`src/rtl/uart_rx.sv`:
```
// uart_rx: 8N1 UART receiver with input synchroniser, valid strobe and stop-bit error flag
module uart_rx #(
    parameter int CLKS_PER_BIT = 87,
    parameter int SYNC_STAGES  = 2
) (
    input  logic       i_clock,
    input  logic       i_resetN,
    input  logic       i_rxSerial,
    output logic [7:0] o_rxData,
    output logic       o_rxValid,
    output logic       o_rxBusy,
    output logic       o_frameError
);
    localparam int HALF = (CLKS_PER_BIT - 1) / 2;
    localparam int CW   = $clog2(CLKS_PER_BIT);

    typedef enum logic [2:0] {IDLE, START, DATA, STOP, WAIT_IDLE} state_t;

    state_t                 state_q, state_d;
    logic [CW-1:0]          cnt_q, cnt_d;
    logic [2:0]             idx_q, idx_d;
    logic [7:0]             shift_q, shift_d;
    logic [7:0]             data_q, data_d;
    logic                   valid_q, valid_d;
    logic                   busy_q, busy_d;
    logic                   ferr_q, ferr_d;
    logic [SYNC_STAGES-1:0] sync_q, sync_d;
    logic                   s_rx;

    assign s_rx         = sync_q[SYNC_STAGES-1];
    assign o_rxData     = data_q;
    assign o_rxValid    = valid_q;
    assign o_rxBusy     = busy_q;
    assign o_frameError = ferr_q;

    // Shift the raw line through the synchroniser chain, oldest sample at the top
    always_comb begin
        sync_d = {sync_q[SYNC_STAGES-2:0], i_rxSerial};
    end

    // Frame FSM: start validation at mid-bit, then one sample per bit period
    always_comb begin
        state_d = state_q;
        cnt_d   = cnt_q;
        idx_d   = idx_q;
        shift_d = shift_q;
        data_d  = data_q;
        valid_d = 1'b0;
        ferr_d  = 1'b0;
        busy_d  = busy_q;
        case (state_q)
            IDLE: if (!s_rx) begin
                cnt_d   = '0;
                busy_d  = 1'b1;
                state_d = START;
            end
            START: if (cnt_q == CW'(HALF)) begin
                cnt_d   = '0;
                idx_d   = '0;
                state_d = s_rx ? IDLE : DATA;
                busy_d  = !s_rx;
            end else begin
                cnt_d = cnt_q + 1'b1;
            end
            DATA: if (cnt_q == CW'(CLKS_PER_BIT - 1)) begin
                cnt_d          = '0;
                shift_d[idx_q] = s_rx;
                idx_d          = idx_q + 1'b1;
                state_d        = (idx_q == 3'd7) ? STOP : DATA;
            end else begin
                cnt_d = cnt_q + 1'b1;
            end
            STOP: if (cnt_q == CW'(CLKS_PER_BIT - 1)) begin
                cnt_d   = '0;
                data_d  = s_rx ? shift_q : data_q;
                valid_d = s_rx;
                ferr_d  = !s_rx;
                busy_d  = !s_rx;
                state_d = s_rx ? IDLE : WAIT_IDLE;
            end else begin
                cnt_d = cnt_q + 1'b1;
            end
            WAIT_IDLE: if (s_rx) begin
                busy_d  = 1'b0;
                state_d = IDLE;
            end
            default: state_d = IDLE;
        endcase
    end

    // State and output registers; synchroniser presets to idle-high
    always_ff @(posedge i_clock or negedge i_resetN) begin
        if (!i_resetN) begin
            state_q <= IDLE;
            cnt_q   <= '0;
            idx_q   <= '0;
            shift_q <= '0;
            data_q  <= '0;
            valid_q <= 1'b0;
            busy_q  <= 1'b0;
            ferr_q  <= 1'b0;
            sync_q  <= '1;
        end else begin
            state_q <= state_d;
            cnt_q   <= cnt_d;
            idx_q   <= idx_d;
            shift_q <= shift_d;
            data_q  <= data_d;
            valid_q <= valid_d;
            busy_q  <= busy_d;
            ferr_q  <= ferr_d;
            sync_q  <= sync_d;
        end
    end
endmodule

```
`config.mk`:
```
export PLATFORM = sky130hd
export DESIGN_NAME = uart_rx
export DESIGN_NICKNAME = d
export VERILOG_FILES = /design/src/rtl/uart_rx.sv
export SDC_FILE = /design/constraint.sdc
export NUM_CORES = 1
export LEC_CHECK = 0
export CAP_MARGIN = 30
export CORE_MARGIN = 10
export CORE_UTILIZATION = 50
export CTS_BUF_LIST = sky130_fd_sc_hd__clkbuf_2 sky130_fd_sc_hd__clkbuf_4 sky130_fd_sc_hd__clkbuf_8
export CTS_CLUSTER_DIAMETER = 100
export CTS_CLUSTER_SIZE = 24
export DETAILED_ROUTE_END_ITERATION = 8
export PLACE_DENSITY_LB_ADDON = 0.15
export SETUP_SLACK_MARGIN = 0.2
export SLEW_MARGIN = 20
export SYNTH_ARGS = -nofsm -noshare
export SYNTH_HDL_FRONTEND = slang
export SYNTH_SLANG_ARGS = --single-unit
export TNS_END_PERCENT = 5
```
`constraint.sdc`:
```
create_clock -name i_clock -period 3.59 [get_ports i_clock]
set_clock_uncertainty 0.05 [all_clocks]
set_input_delay 1.077 -clock i_clock [delete_from_list [all_inputs] [get_ports i_clock]]
set_output_delay 1.077 -clock i_clock [all_outputs]
set_load 0.01 [all_outputs]
```
## Yosys cells after proc, flatten, opt, wreduce, memory -nomap -nowiden

Index checks and enable logic that the tools add are counted.

| cells by class | value |
|---|---|
| add/sub/neg operators | 2 |
| order comparisons | 2 |
| eq/ne operators | 12 |
| muxes and demuxes | 28 |
| reduce and logical (&&, ||, !) cells | 13 |

Operators with widths:

| cell | number |
|---|---|
| 2-to-1 mux 3 bit | 8 |
| 2-to-1 mux 7 bit | 3 |
| one-hot mux 7 bit (3 select lines) | 1 |
| one-hot mux 3 bit (5 select lines) | 1 |
| 2-to-1 mux 1 bit | 10 |
| != test 2 bit (second input constant) | 5 |
| AND reduction 5 bit | 2 |
| bitwise mux 8 bit | 1 |
| adder 7 x 1 -> 7 bit (second input constant) | 1 |
| equality test 7 x 6 -> 1 bit (second input constant) | 1 |
| equality test 7 bit (second input constant) | 1 |
| equality test 3 x 2 -> 1 bit (second input constant) | 2 |
| equality test 3 bit (second input constant) | 2 |
| one-hot mux 3 bit (2 select lines) | 1 |
| AND reduction 3 bit | 2 |
| < comparator 3 x 4 -> 1 bit (second input constant) | 1 |
| one-hot mux 1 bit (4 select lines) | 1 |
| AND reduction 2 bit | 2 |
| nonzero test 4 bit | 1 |
| adder 3 x 1 -> 3 bit (second input constant) | 1 |
| demux 1 bit (select 3 bit) | 1 |
| equality test 3 x 1 -> 1 bit (second input constant) | 1 |
| >= comparator 3 x 1 -> 1 bit (second input constant) | 1 |
| zero test 3 bit | 1 |
| other kinds (6) | 6 |

| word-level totals | value |
|---|---|
| register bits | 34 |
| bits of input ports | 3 |
| output and inout bits | 11 |
| logic and storage cells | 66 |

## Longest topological paths before layout

Gate-level depths: netlist (run 1).

| depth | value |
|---|---|
| depth in word-level cells | 5 |
| gate-level depth with buffers | 7 |
| mapped depth without buffers | 6 |

## Worst setup path after synthesis (run 1)

No wires, ideal clock.

| timing | value |
|---|---|
| path type | register to register |
| from | register cnt_q[0] |
| to | register shift_q[3] |
| library setup time | 0.125 ns |
| arrival | 1.711 ns |
| required time | 3.415 ns |
| slack | 1.704 ns |
| cell stages (with the launch flop) | 7 |
| path buffers | 0 |
| clock period less this slack | 1.886 ns |
| cell sequence | dfrtp_1 -> inv_1 -> ha_1 -> and4b_4 -> nand3_4 -> or4_4 -> mux2_4 |

| on the way | value |
|---|---|
| word-level cells in the longest chain between the ends | 2 |

Ends and longest elaborated chain:

| what | RTL line | text |
|---|---|---|
| start: declaration | 20 | `logic [CW-1:0] cnt_q, cnt_d;` |
| start signal: assignment | 105 | `cnt_q <= cnt_d;` |
| equality test 7 bit | 65 | `DATA: if (cnt_q == CW'(CLKS_PER_BIT - 1)) begin` |
| AND reduction 2 bit (no line) | - |  |
| end signal: assignment | 107 | `shift_q <= shift_d;` |
| end: declaration | 22 | `logic [7:0] shift_q, shift_d;` |

No other way between the ends.
A chain may end at the register's enable or synchronous reset.

## Worst setup path in the final report (run 1)

| timing | value |
|---|---|
| from | register busy_q, in the netlist o_rxBusy |
| to | output port o_rxBusy |

RTL lines:

| what | RTL line | text |
|---|---|---|
| start: declaration | 25 | `logic busy_q, busy_d;` |
| start signal: assignment | 110 | `busy_q <= busy_d;` |
| end: declaration | 11 | `output logic o_rxBusy,` |

No word-level cell between the ends.

==> reports/results.tsv, run 1 <==
stage	metric	value	unit
layout	ratio of cells with drive above 1 in the final layout	19.1	%
detailed_routing	first-pass iteration count of the detailed router	4	
detailed_routing	total number of vias	1254	
critical_path	Top Family by Delay on Critical Path	buffers and inverters	
synthesis	largest area contributor in the netlist	dfrtp_1	
timing	max frequency	419	MHz
placement	Area after DPL	1870	µm²
detailed_routing	WL final	3340	µm
clock_network	CTS tree	built	
die	Starting Density	51.4	%
min_path	HP Class	reg -> reg	
critical_path	CP max stage delay	0.54	ns
clock_network	Post CTS Setup Buffer Count	0	
die	Die H	78.6	µm
synthesis	Mapped Avg Cell Area	10.8	µm²
placement	post-detail-place hpwl	2350	µm
timing	fin crit share	66.5	%
layout	Nets	179	
flow_run	max cap viols	0	
critical_path	Crit Path Class	reg -> out	
layout	Antenna Cells	0	
clock_network	H-tree depth	2	
critical_path	worst-path fanout max	3	
critical_path	Buf+Inv Stages, Crit Path	1	
global_route	largest net degree at the start of global routing	35	
critical_path	Critical path origin	o_rxBusy$_DFFE_PN0P_	
die	Die X	78.6	µm
timing	fin. max-slew vios	0	
critical_path	CP max stage cell	clkdlybuf4s50_1	
power_and_ir_drop	Max IR drop VDD	0.232	mV
die	die area	6170	µm²
die	Ports	14	
die	Core ar.	3340	µm²
critical_path	critical path cell sequence	clkdlybuf4s50_1	
run_status	outcome	finished, final reports clean	
clock_network	post-CTS sizing	0	
clock_network	cts hold-fix bufs	0	
timing	# setup viols final	0	
placement	I/O Buffers	13	
power_and_ir_drop	Pleak	0.858	nW
clock_network	CTS Buf Count	5	
detailed_routing	Post-route DRC	0	
detailed_routing	detail-routed net length per standard cell	15.3	µm
timing	final hold vios	0	
synthesis	Synth top cells by count	dfrtp_1, nand2_1, mux2_2, o21ai_0, nor2_1	
min_path	hold path startpoint	sync_q[0]$_DFF_PN1_	
global_route	GR Overflow Total	0	
synthesis	post-synth top area share	46.7	%
timing	Worst-Margin Slew	0.571	ns
timing	Tmin final	2.39	ns
synthesis	synth top area cells	dfrtp_1, mux2_2, nand2_1	
synthesis	sequential area share after synthesis	49.7	%
global_route	total track usage	11.7	%
synthesis	syn nets	166	
global_route	vias in the first global route	1253	
critical_path	Worst Path Required	2.46	ns
clock_network	CTS sink cnt	34	
synthesis	dominant synthesized flop cell	dfrtp_1	
layout	Area Overhead vs Synth	13.6	%
synthesis	Yosys reg bits	34	
timing	RSZ-0062 raised after global routing	no	
timing	Slew headroom	61.4	%
global_route	initial antenna violation count	0	
critical_path	CP Data Arrival Time	1.26	ns
power_and_ir_drop	Power Density	368	nW/µm²
global_route	first-pass GRT wire length	5980	µm
clock_network	Clock Pin Slew Worst Setup and Hold Paths	0.11	ns
synthesis	Netlist cell types	39	
clock_network	CTS max path bufs	2	
synthesis	most common cell in the netlist	dfrtp_1	
synthesis	number of flops mapped to enable cells by yosys	0	
critical_path	Crit. End Element	output pin	
die	Rows	21	
critical_path	FF-to-FF Start	cnt_q[0]$_DFFE_PN0P_	
detailed_routing	DRT iter0 DRCs	117	
critical_path	CP Launch Type	flip-flop	
timing	setup TNS	0	ns
synthesis	post-synthesis cell count	159	
synthesis	Yosys warnings	0	
synthesis	Post-synth ARST share	100	%
synthesis	Mapped Area	1720	µm²
clock_network	clk root buf	clkbuf_4	
detailed_routing	antenna-violating nets left	0	
placement	gpl congestion	0.873	
clock_network	clock latency on the worst-skew pair	0.34	ns
detailed_routing	Vias/cell	5.73	
layout	cell area after layout	1950	µm²
[layout make-up]
| type | instances | area, µm² |
|---|---|---|
| fillers | 307 | 1390 |
| multi-input cells | 111 | 800 |
| repair buffers | 14 | 138 |
| well taps | 46 | 57.6 |
| clock buffers | 8 | 78.8 |
| inverters | 6 | 22.5 |
| flip-flops and latches | 34 | 853 |
[registers in the layout, indices dropped and copies added (netlist names)]
register,cells
cnt_q,7
sync_q,2
o_frameError,1
idx_q,3
o_rxBusy,1
shift_q,8
o_rxData,8
state_q,3
o_rxValid,1
[cell families (layout without fill, tap and decap cells)]
family / after synthesis / count (layout) / share of synthesized area, %
buf+inv: 14 / 28 / 3.65
compound gates: 30 / 30 / 11.5
fa+ha+maj: 4 / 4 / 2.92
flops: 34 / 34 / 49.7
simple gates: 58 / 58 / 19.8
mux: 19 / 19 / 12.5
[stage by stage]
step	setup WS, ns	power (mW)	hold WS [ns]	util (%)	cells
2_1_floorplan	1.70	0.444	0.295	-	159
3_3_place_gp	1.51	0.465	0.298	56.1	211
3_5_place_dp	1.47	0.467	0.299	56.1	211
4_1_cts	1.18	0.728	0.314	58.4	219
5_1_grt	1.15	0.749	0.315	58.4	219
6_report	1.20	0.718	0.313	58.4	219
[final timing paths]
kind | to | slack (ns) | cells past startpoint
worst max-delay path | o_rxBusy | 1.20 | 1
worst min-delay path | sync_q[1]$_DFF_PN1_ | 0.31 | 0
worst max register to register | shift_q[4]$_DFFE_PN0P_ | 1.46 | 6
worst min register to register | sync_q[1]$_DFF_PN1_ | 0.31 | 0
max in group asynchronous | sync_q[1]$_DFF_PN1_ | 2.07 | 2
min in group asynchronous | cnt_q[6]$_DFFE_PN0P_ | 1.08 | 2
[routing by layer]
| layer | wire (µm) | share of wire, % | global-route usage (%) |
|---|---|---|---|
| met3 | 226 | 6.8 | 4.90 |
| met1 | 1610 | 48 | 15.7 |
| met5 | 0 | 0 | 0 |
| met4 | 40 | 1.2 | 3.23 |
| met2 | 1460 | 44 | 16.8 |
[layout by cell type, fill, tap and decap left out]
cell type        count
dfstp_2              2
mux2i_1              3
inv_1                6
nand4b_1             1
nor4b_1              1
o2111ai_1            1
and3_1               3
nand2b_1             1
nor3_1               4
a21o_1               1
clkbuf_4             5
mux2_4               1
a21oi_1              5
nand2_1             16
o311ai_0             1
mux2_2              15
a41oi_1              1
and2b_2              1
ha_1                 4
a211oi_1             1
clkbuf_8             3
nor3b_1              1
or4_4                1
or2_2                1
clkdlybuf4s50_1     13
a21boi_1             1
o21ai_0              9
nor4_1               4
buf_4                1
and4b_4              1
nor2b_1              3
dfrtp_1             32
o2bb2ai_1            3
nand3_4              2
nor2_1               8
and4_1               2
nand3_1              6
o211ai_1             6
a31oi_1              1
nand4_1              2
[where the power goes]
group	internal [mW]	switching (mW)	leakage, nW
clock network	0.134	0.125	0.0446
registers	0.393	0.0155	0.456
logic	0.0195	0.0310	0.357
total	0.546	0.172	0.858
Power figures use the tool's default switching activity.
==> run 2: changes to the inputs <==
==> constraint.sdc (replaced) <==
create_clock -name i_clock -period 2.34 [get_ports i_clock]
set_clock_uncertainty 0.05 [all_clocks]
set_input_delay 0.702 -clock i_clock [delete_from_list [all_inputs] [get_ports i_clock]]
set_output_delay 0.702 -clock i_clock [all_outputs]
set_load 0.01 [all_outputs]
==> run 2 against run 1 <==
Effect of this change:
- die area unchanged
- critical path depth increased by 5
- final cell count increased by 1.4%
- sequential share of layout area decreased by 0.44 points
- hold slack improved by 0.0020 ns
- critical endpoint is now shift_q[4]$_DFFE_PN0P_
- register-to-register slack got worse by 1.2 ns
- clock power increased by 31%
- sequential cell count unchanged
==> reports/results.tsv, run 2 (same netlist as run 1, synthesis figures left out) <==
stage	metric	value	unit	change
placement	Area after DPL	1890	µm²	was 1870 µm²
die	Ports	14		unchanged
timing	fin. max-slew vios	0		unchanged
clock_network	CTS Buf Count	5		unchanged
critical_path	Crit. End Element	flip-flop		was output pin
layout	commonest non-fill, non-tap cell in the layout	dfrtp_1		unchanged
global_route	GR Overflow Total	0		unchanged
timing	max frequency	487	MHz	
power_and_ir_drop	Max IR drop VDD	0.344	mV	was 0.232 mV
die	die area	6170	µm²	unchanged
detailed_routing	WL met2	1490	µm	was 1460 µm
clock_network	clk root buf	clkbuf_4		unchanged
detailed_routing	detail-routed net length per standard cell	15.2	µm	was 15.3 µm
critical_path	flop2flop setup slack	0.29	ns	was 1.46 ns
clock_network	CTS sink cnt	34		unchanged
layout	Area Overhead vs Synth	14.8	%	was 13.6%
critical_path	worst-path fanout max	9		was 3
detailed_routing	total number of vias	1269		was 1254
power_and_ir_drop	Final Power	1.05	mW	was 718 µW
detailed_routing	WL final	3370	µm	was 3340 µm
layout	non-filler cells, final	222		was 219
power_and_ir_drop	Pleak	0.865	nW	was 0.858 nW
critical_path	Top Family by Delay on Critical Path	simple AND/OR/NAND/NOR gates		was buffers and inverters
clock_network	clock latency on the worst-skew pair	0.34	ns	about the same
timing	Slew headroom	58.3	%	was 61.4%
timing	Worst-Margin Slew	0.624	ns	was 0.571 ns
critical_path	CP Data Arrival Time	2.24	ns	was 1.26 ns
critical_path	RR Endpoint	shift_q[4]$_DFFE_PN0P_		unchanged
clock_network	Clock Pin Slew Worst Setup and Hold Paths	0.10	ns	was 0.11 ns
critical_path	Buf+Inv Stages, Crit Path	1		unchanged
detailed_routing	DRT iter0 DRCs	111		was 117
detailed_routing	Post-route DRC	0		unchanged
min_path	Min-Delay Endpoint	sync_q[1]$_DFF_PN1_		unchanged
run_status	outcome	finished, final reports clean		unchanged
detailed_routing	metal3 WL	215	µm	was 226 µm
min_path	hold path startpoint	sync_q[0]$_DFF_PN1_		unchanged
critical_path	Worst Path Required	2.52	ns	was 2.46 ns
clock_network	H-tree depth	2		unchanged
detailed_routing	uppermost routed layer	met4		unchanged
critical_path	CP max stage delay	0.44	ns	was 0.54 ns
critical_path	CP max stage cell	dfrtp_1		was clkdlybuf4s50_1
die	Starting Density	51.4	%	unchanged
die	Rows	21		unchanged
placement	placed cell count	214		was 211
timing	Tmin final	2.05	ns	
global_route	first-pass GRT wire length	5870	µm	was 5980 µm
timing	setup TNS	0	ns	unchanged
flow_run	max cap viols	0		unchanged
detailed_routing	wl on met1	1610	µm	about the same
power_and_ir_drop	Power Density	533	nW/µm²	was 368 nW/µm²
critical_path	Crit Path Class	reg -> reg		was reg -> out
min_path	Cells on Worst Hold Path	0		unchanged
die	Core ar.	3340	µm²	unchanged
clock_network	CTS max path bufs	2		unchanged
placement	I/O Buffers	13		unchanged
placement	gpl congestion	0.846		was 0.873
detailed_routing	first-pass iteration count of the detailed router	4		unchanged
global_route	total track usage	11.6	%	was 11.7%
die	Die H	78.6	µm	unchanged
placement	post-detail-place hpwl	2320	µm	was 2350 µm
layout	most frequent cells in the layout	dfrtp_1, nand2_1, mux2_2		unchanged
global_route	vias in the first global route	1247		was 1253
timing	fin crit share	87.7	%	
timing	RSZ-0062 raised after global routing	no		unchanged
layout	cell area after layout	1970	µm²	was 1950 µm²
critical_path	critical path cell sequence	inv_1, ha_1, and4b_4, and3_1, and4_1, mux2_2		was clkdlybuf4s50_1
clock_network	CTS tree	built		unchanged
detailed_routing	Vias/cell	5.72		was 5.73
die	Die X	78.6	µm	unchanged
layout	ratio of cells with drive above 1 in the final layout	21.6	%	was 19.1%
critical_path	Register-to-Register Path Depth	6		unchanged
layout	Antenna Cells	0		unchanged
detailed_routing	antenna-violating nets left	0		unchanged
timing	final hold vios	0		unchanged
global_route	initial antenna violation count	0		unchanged
timing	# setup viols final	0		unchanged
critical_path	FF-to-FF Start	cnt_q[0]$_DFFE_PN0P_		unchanged
critical_path	CP Launch Type	flip-flop		unchanged
layout	Nets	182		was 179
min_path	HP Class	reg -> reg		unchanged
global_route	largest net degree at the start of global routing	35		unchanged
==> run 2: changes by cell type in the layout (fill, tap and decap cells not counted), sizes merged <==
cell	change
buf	+3
clkbuf	-2
clkinv	+1
clkinvlp	+1
==> run 2: per-layer routing <==
| metal | vias up | track usage (%) |
|---|---|---|
| li1 | 615 | - |
| met1 | 610 | 15.3 |
| met2 | 35 | 16.3 |
| met3 | 9 | 5.24 |
| met4 | 0 | 3.94 |
| met5 | - | 0 |
==> run 2: worst register-to-register path, cell delays in order, from the launching register on <==
cell     delay [ns]
dfrtp_1        0.44
inv_1          0.07
ha_1           0.14
and4b_4        0.28
and3_1         0.38
and4_1         0.26
mux2_2         0.33
==> run 2: how the worst max path moves through the flow <==
stage	startpoint	endpoint	slack [ns]	depth (start not counted)
floorplan	cnt_q[0]$_DFFE_PN0P_	shift_q[3]$_DFFE_PN0P_	0.45	6
global placement	cnt_q[0]$_DFFE_PN0P_	shift_q[4]$_DFFE_PN0P_	0.38	6
detailed placement	cnt_q[0]$_DFFE_PN0P_	shift_q[4]$_DFFE_PN0P_	0.29	6
CTS	cnt_q[0]$_DFFE_PN0P_	shift_q[4]$_DFFE_PN0P_	0.28	6
global route	cnt_q[0]$_DFFE_PN0P_	shift_q[4]$_DFFE_PN0P_	0.20	6
finish	cnt_q[0]$_DFFE_PN0P_	shift_q[4]$_DFFE_PN0P_	0.29	6
==> run 2: through the flow <==
step                worst slack (ns)  hold WS, ns  utilization, %
floorplan                      0.454        0.295               -
global placement               0.381        0.296            56.7
detailed placement             0.292        0.301            56.7
CTS                            0.277        0.316            58.6
global route                   0.204        0.322            59.0
finish                         0.288        0.315            59.0
==> run 2: final cells by class <==
class	count	area, µm²
Inverter	6	22.5
Sequential cell	34	853
Timing Repair Buffer	17	160
Clock inverter	2	12.5
Tap cell	46	57.6
Clock buffer	6	51.3
Multi-Input combinational cell	111	812
Fill cell	306	1370
==> run 2: where the power goes <==
group	internal (mW)	switching [mW]
Clock	0.144	0.194
Combinational	0.0330	0.0539
Sequential	0.603	0.0212
==> run 2: timing repair <==
action / 4_1_cts / 5_1_grt
hold buffers: 0 / 0
gates resized for setup: 0 / 2
setup endpoints to repair: 0 / 6
setup buffers: 0 / 0
==> run 3: changes to the inputs <==
--- a/config.mk
+++ b/config.mk
@@ -12,7 +12,7 @@
 export CTS_CLUSTER_DIAMETER = 100
 export CTS_CLUSTER_SIZE = 24
 export DETAILED_ROUTE_END_ITERATION = 8
-export PLACE_DENSITY_LB_ADDON = 0.15
+export PLACE_DENSITY = 0.68
 export SETUP_SLACK_MARGIN = 0.2
 export SLEW_MARGIN = 20
 export SYNTH_ARGS = -nofsm -noshare
==> run 3 against run 2 <==
Effect of this change:
- fmax rose by 0.34%
- sequential power barely moved
- utilization rose by 0.22 points
- hold slack got worse by 0.0018 ns
- critical endpoint is now o_rxData[1]$_DFFE_PN0P_
- largest power group unchanged
- die area did not move
==> reports/results.tsv, run 3 (same netlist as run 1, synthesis figures left out) <==
stage	metric	value	unit	change
run_status	outcome	finished, final reports clean		unchanged
layout	ratio of cells with drive above 1 in the final layout	22.0	%	was 21.6%
die	Die X	78.6	µm	unchanged
clock_network	CTS max path bufs	2		unchanged
critical_path	CP max stage delay	0.43	ns	was 0.44 ns
clock_network	H-tree depth	2		unchanged
die	Ports	14		unchanged
critical_path	Crit Path Class	reg -> reg		unchanged
critical_path	Worst Path Required	2.52	ns	about the same
die	Starting Density	51.4	%	unchanged
min_path	HP Class	reg -> reg		unchanged
detailed_routing	Vias/cell	5.67		was 5.72
placement	post-detail-place hpwl	2350	µm	was 2320 µm
detailed_routing	Post-route DRC	0		unchanged
clock_network	CTS tree	built		unchanged
placement	I/O Buffers	13		unchanged
clock_network	CTS Buf Count	5		unchanged
detailed_routing	DRT iter0 DRCs	62		was 111
critical_path	Top Family by Delay on Critical Path	simple AND/OR/NAND/NOR gates		unchanged
clock_network	Post CTS Setup Buffer Count	0		unchanged
clock_network	clock latency on the worst-skew pair	0.34	ns	about the same
timing	WHS	0.313	ns	was 0.315 ns
timing	fin crit share	87.4	%	was 87.7%
min_path	hold path startpoint	sync_q[0]$_DFF_PN1_		unchanged
global_route	first-pass GRT wire length	6010	µm	was 5870 µm
detailed_routing	detail-routed net length per standard cell	14.2	µm	was 15.2 µm
critical_path	Critical path origin	cnt_q[0]$_DFFE_PN0P_		unchanged
global_route	largest net degree at the start of global routing	35		unchanged
timing	Worst-Margin Slew	0.502	ns	was 0.624 ns
layout	Nets	183		was 182
layout	most frequent cells in the layout	dfrtp_1, nand2_1, mux2_2		unchanged
timing	setup TNS	0	ns	unchanged
layout	Antenna Cells	0		unchanged
critical_path	worst-path fanout max	9		unchanged
clock_network	Clock Pin Slew Worst Setup and Hold Paths	0.10	ns	about the same
critical_path	CP Launch Type	flip-flop		unchanged
die	Core ar.	3340	µm²	unchanged
detailed_routing	antenna-violating nets left	0		unchanged
clock_network	CTS sink cnt	34		unchanged
power_and_ir_drop	Pleak	0.870	nW	was 0.865 nW
layout	commonest non-fill, non-tap cell in the layout	dfrtp_1		unchanged
placement	gpl congestion	0.853		was 0.846
flow_run	max cap viols	0		unchanged
global_route	GR Overflow Total	0		unchanged
global_route	initial antenna violation count	0		unchanged
critical_path	CP Data Arrival Time	2.22	ns	was 2.24 ns
critical_path	CP max stage cell	dfrtp_1		unchanged
timing	fin. max-slew vios	0		unchanged
die	Rows	21		unchanged
critical_path	critical path cell sequence	inv_1, ha_1, and4b_4, and3_1, buf_4, nand3_4, mux2_2		was inv_1, ha_1, and4b_4, and3_1, and4_1, mux2_2
timing	Tmin final	2.05	ns	about the same
critical_path	Crit. End Element	flip-flop		unchanged
power_and_ir_drop	Max IR drop VDD	0.331	mV	was 0.344 mV
detailed_routing	total number of vias	1265		was 1269
global_route	total track usage	11.8	%	was 11.6%
timing	Slew headroom	66.5	%	was 58.3%
timing	max frequency	489	MHz	was 487 MHz
critical_path	FF-to-FF Start	cnt_q[0]$_DFFE_PN0P_		unchanged
die	die area	6170	µm²	unchanged
global_route	vias in the first global route	1309		was 1247
clock_network	clk root buf	clkbuf_4		unchanged
timing	final hold vios	0		unchanged
layout	Area Overhead vs Synth	15.2	%	was 14.8%
critical_path	Buf+Inv Stages, Crit Path	2		was 1
die	Die H	78.6	µm	unchanged
detailed_routing	first-pass iteration count of the detailed router	4		unchanged
timing	# setup viols final	0		unchanged
timing	RSZ-0062 raised after global routing	yes		was no
detailed_routing	WL final	3170	µm	was 3370 µm
power_and_ir_drop	Power Density	531	nW/µm²	was 533 nW/µm²
[run 3: changes by cell type in the layout (fill, tap and decap cells not counted), sizes merged]
cell,change
buf,+1
[run 3: final timing paths]
path                       slack [ns]  cells after the start                      end
min reg2reg                      0.31                      0      sync_q[1]$_DFF_PN1_
max reg2reg                      0.29                      7  o_rxData[1]$_DFFE_PN0P_
min                              0.31                      0      sync_q[1]$_DFF_PN1_
max                              0.29                      7  o_rxData[1]$_DFFE_PN0P_
max in group asynchronous        1.22                      2      sync_q[0]$_DFF_PN1_
min in group asynchronous        0.69                      2     cnt_q[6]$_DFFE_PN0P_
[run 3: layer usage]
| metal | vias up | track usage (%) | wire length [µm] |
|---|---|---|---|
| met3 | 7 | 3.64 | 114 |
| met2 | 25 | 17.8 | 1500 |
| met4 | 0 | 6.09 | 75 |
| met5 | - | 0 | 0 |
| met1 | 626 | 15.0 | 1490 |
| li1 | 607 | - | - |
[run 3: where the power goes]
| group | leakage [nW] | total [mW] | switching, mW | internal (mW) |
|---|---|---|---|---|
| Combinational | 0.380 | 0.0859 | 0.0524 | 0.0335 |
| Clock | 0.0343 | 0.341 | 0.196 | 0.144 |
| Sequential | 0.456 | 0.623 | 0.0199 | 0.603 |
[run 3: timing repair]
| item | CTS | global route |
|---|---|---|
| setup endpoints to repair | 0 | 8 |
| hold buffers | 0 | 0 |
| resized for setup | 0 | 2 |
[run 3: cell type report]
cell class	instances	area (µm²)
fill	289	1360
sequential	34	853
multi-input combinational	111	812
timing repair buffer	18	168
tap	46	57.6
clock buffer	6	51.3
inverter	6	22.5
clock inverter	2	12.5
[run 3: stage by stage]
step	instances	cell area (µm²)	power (mW)	utilization, %	setup slack [ns]
finish	223	1980	1.05	59.2	0.295
CTS	223	1960	1.06	58.9	0.307
floorplan	159	1720	0.681	-	0.454
global route	223	1980	1.10	59.2	0.200
global placement	215	1900	0.718	57.0	0.356
detailed placement	215	1900	0.719	57.0	0.320
==> edit (flow settings as in run 3) <==
The 5 states of `state_t` get a one-hot encoding in 5 bits.
--- a/src/rtl/uart_rx.sv
+++ b/src/rtl/uart_rx.sv
@@ -14,7 +14,7 @@
     localparam int HALF = (CLKS_PER_BIT - 1) / 2;
     localparam int CW   = $clog2(CLKS_PER_BIT);
 
-    typedef enum logic [2:0] {IDLE, START, DATA, STOP, WAIT_IDLE} state_t;
+    typedef enum logic [4:0] {IDLE = 5'b00001, START = 5'b00010, DATA = 5'b00100, STOP = 5'b01000, WAIT_IDLE = 5'b10000} state_t;
 
     state_t                 state_q, state_d;
     logic [CW-1:0]          cnt_q, cnt_d;
Function: same outputs for any inputs over 10 cycles, from zero or initial values and one cycle with i_resetN low; not proved beyond that.
==> edit against run 3 <==
Hold slack better by 2.7 ps. Setup slack better by 40 ps. Final cell count is 8.5% higher. Wire length is 20% higher. Highest routed layer unchanged. Global-route usage is 0.66 points higher. Area after synthesis is 15% higher. Sequential cell count is 2 higher. Design area is 14% higher. Non-clock buffer count is 2 lower.
Power is not compared: it rests on default switching activity, and its combinational part moved more than twofold at a synthesized area within 25%.
==> edit: results (changes against run 3) <==
Net Count, Synth=189 (+14%); DRT iter0 DRCs=58 (-6.5%); Worst-path clk slew=70 ps (-30 ps); Hold WS=316 ps (+2.69 ps); Register-to-Register Setup Slack=330 ps (+40 ps); status=complete, no violations; Comb group=0.000584 W; DP HPWL=2650 um (+13%); slowest cell delay on critical path=520 ps (+90 ps); GR met2 Demand/Resource=19.8% (+2.0 points); final-layout fill cell count=312 (+8.0%); fin cells=242 (+8.5%); top post-synthesis cells by count=dfrtp_1, mux2_1, nor2_1, inv_1, a21oi_1; GR Layer Usage met3=4.43% (+0.78 points); Post-Route Utilization=60.1% (+0.82 points); Clock Root Buffer=clkbuf_8; Skew-Pair Late Insertion Delay=290 ps (-50 ps); gpl congestion=0.930 (+8.9%); fraction of area in registers=40.2% (-2.9 points); vias in the first global route=1367 (+4.4%); largest net degree at the start of global routing=37 (+5.7%); Yosys cell types=56 (+44%); placed insts=234 (+8.8%); average size of a mapped cell=10.8 sq um (+0.23%); ys async rst share=100% (unchanged); vias per cell=5.78 (+1.9%); Multi-input comb cells=125 (+13%); ranking of synthesized cells by area=dfrtp_1, mux2_1, dfstp_2, nor2_1, ha_1; M1 GR Usage=15.4% (+0.40 points); final-layout clock-cell area share=5.62% (+2.4 points); diode count=0 (unchanged); met3 routed WL=191 um (+68%); crit path max fanout=12 (+3); wire length on met1=1730 um (+16%); Non-clk invs=9 (+3); sequential fraction of the synthesis area=46.0% (-3.8 points); Post-DP Area=0.00212 sq mm (+12%); Slew HR=70.1% (+3.5 points); Die Span X=82.7 um (+5.3%); clock buffers=7 (+1); NonClk Buf Share=6.79% (-1.7 points); fraction of area in multi-input gates=43.2% (+2.1 points); DP Worst Slack=367 ps (+46.6 ps); Routed WL per cell=15.8 um (+11%)
[edit: path summary, 6_finish.rpt]
path | start | depth (start not counted) | endpoint
worst max-delay path | state_q[1]$_DFFE_PN0P_ | 4 | shift_q[1]$_DFFE_PN0P_
worst min-delay path | sync_q[0]$_DFF_PN1_ | 0 | sync_q[1]$_DFF_PN1_
worst max register to register | state_q[1]$_DFFE_PN0P_ | 4 | shift_q[1]$_DFFE_PN0P_
worst min register to register | sync_q[0]$_DFF_PN1_ | 0 | sync_q[1]$_DFF_PN1_
max in group asynchronous | i_resetN | 2 | state_q[0]$_DFFE_PN1P_
min in group asynchronous | i_resetN | 2 | cnt_q[3]$_DFFE_PN0P_
[edit: cells by family (layout without fill, tap and decap cells)]
group	Yosys count	count (layout)	share of synthesized area [%]
AOI/OAI and AO/OA	41	41	15.8
adders and majority gates	4	4	2.54
buffers and inverters	21	33	4.70
xor gates and xnor gates	2	2	0.890
muxes	17	17	9.66
and+or+nand+nor	61	61	20.5
DFF	36	36	46.0
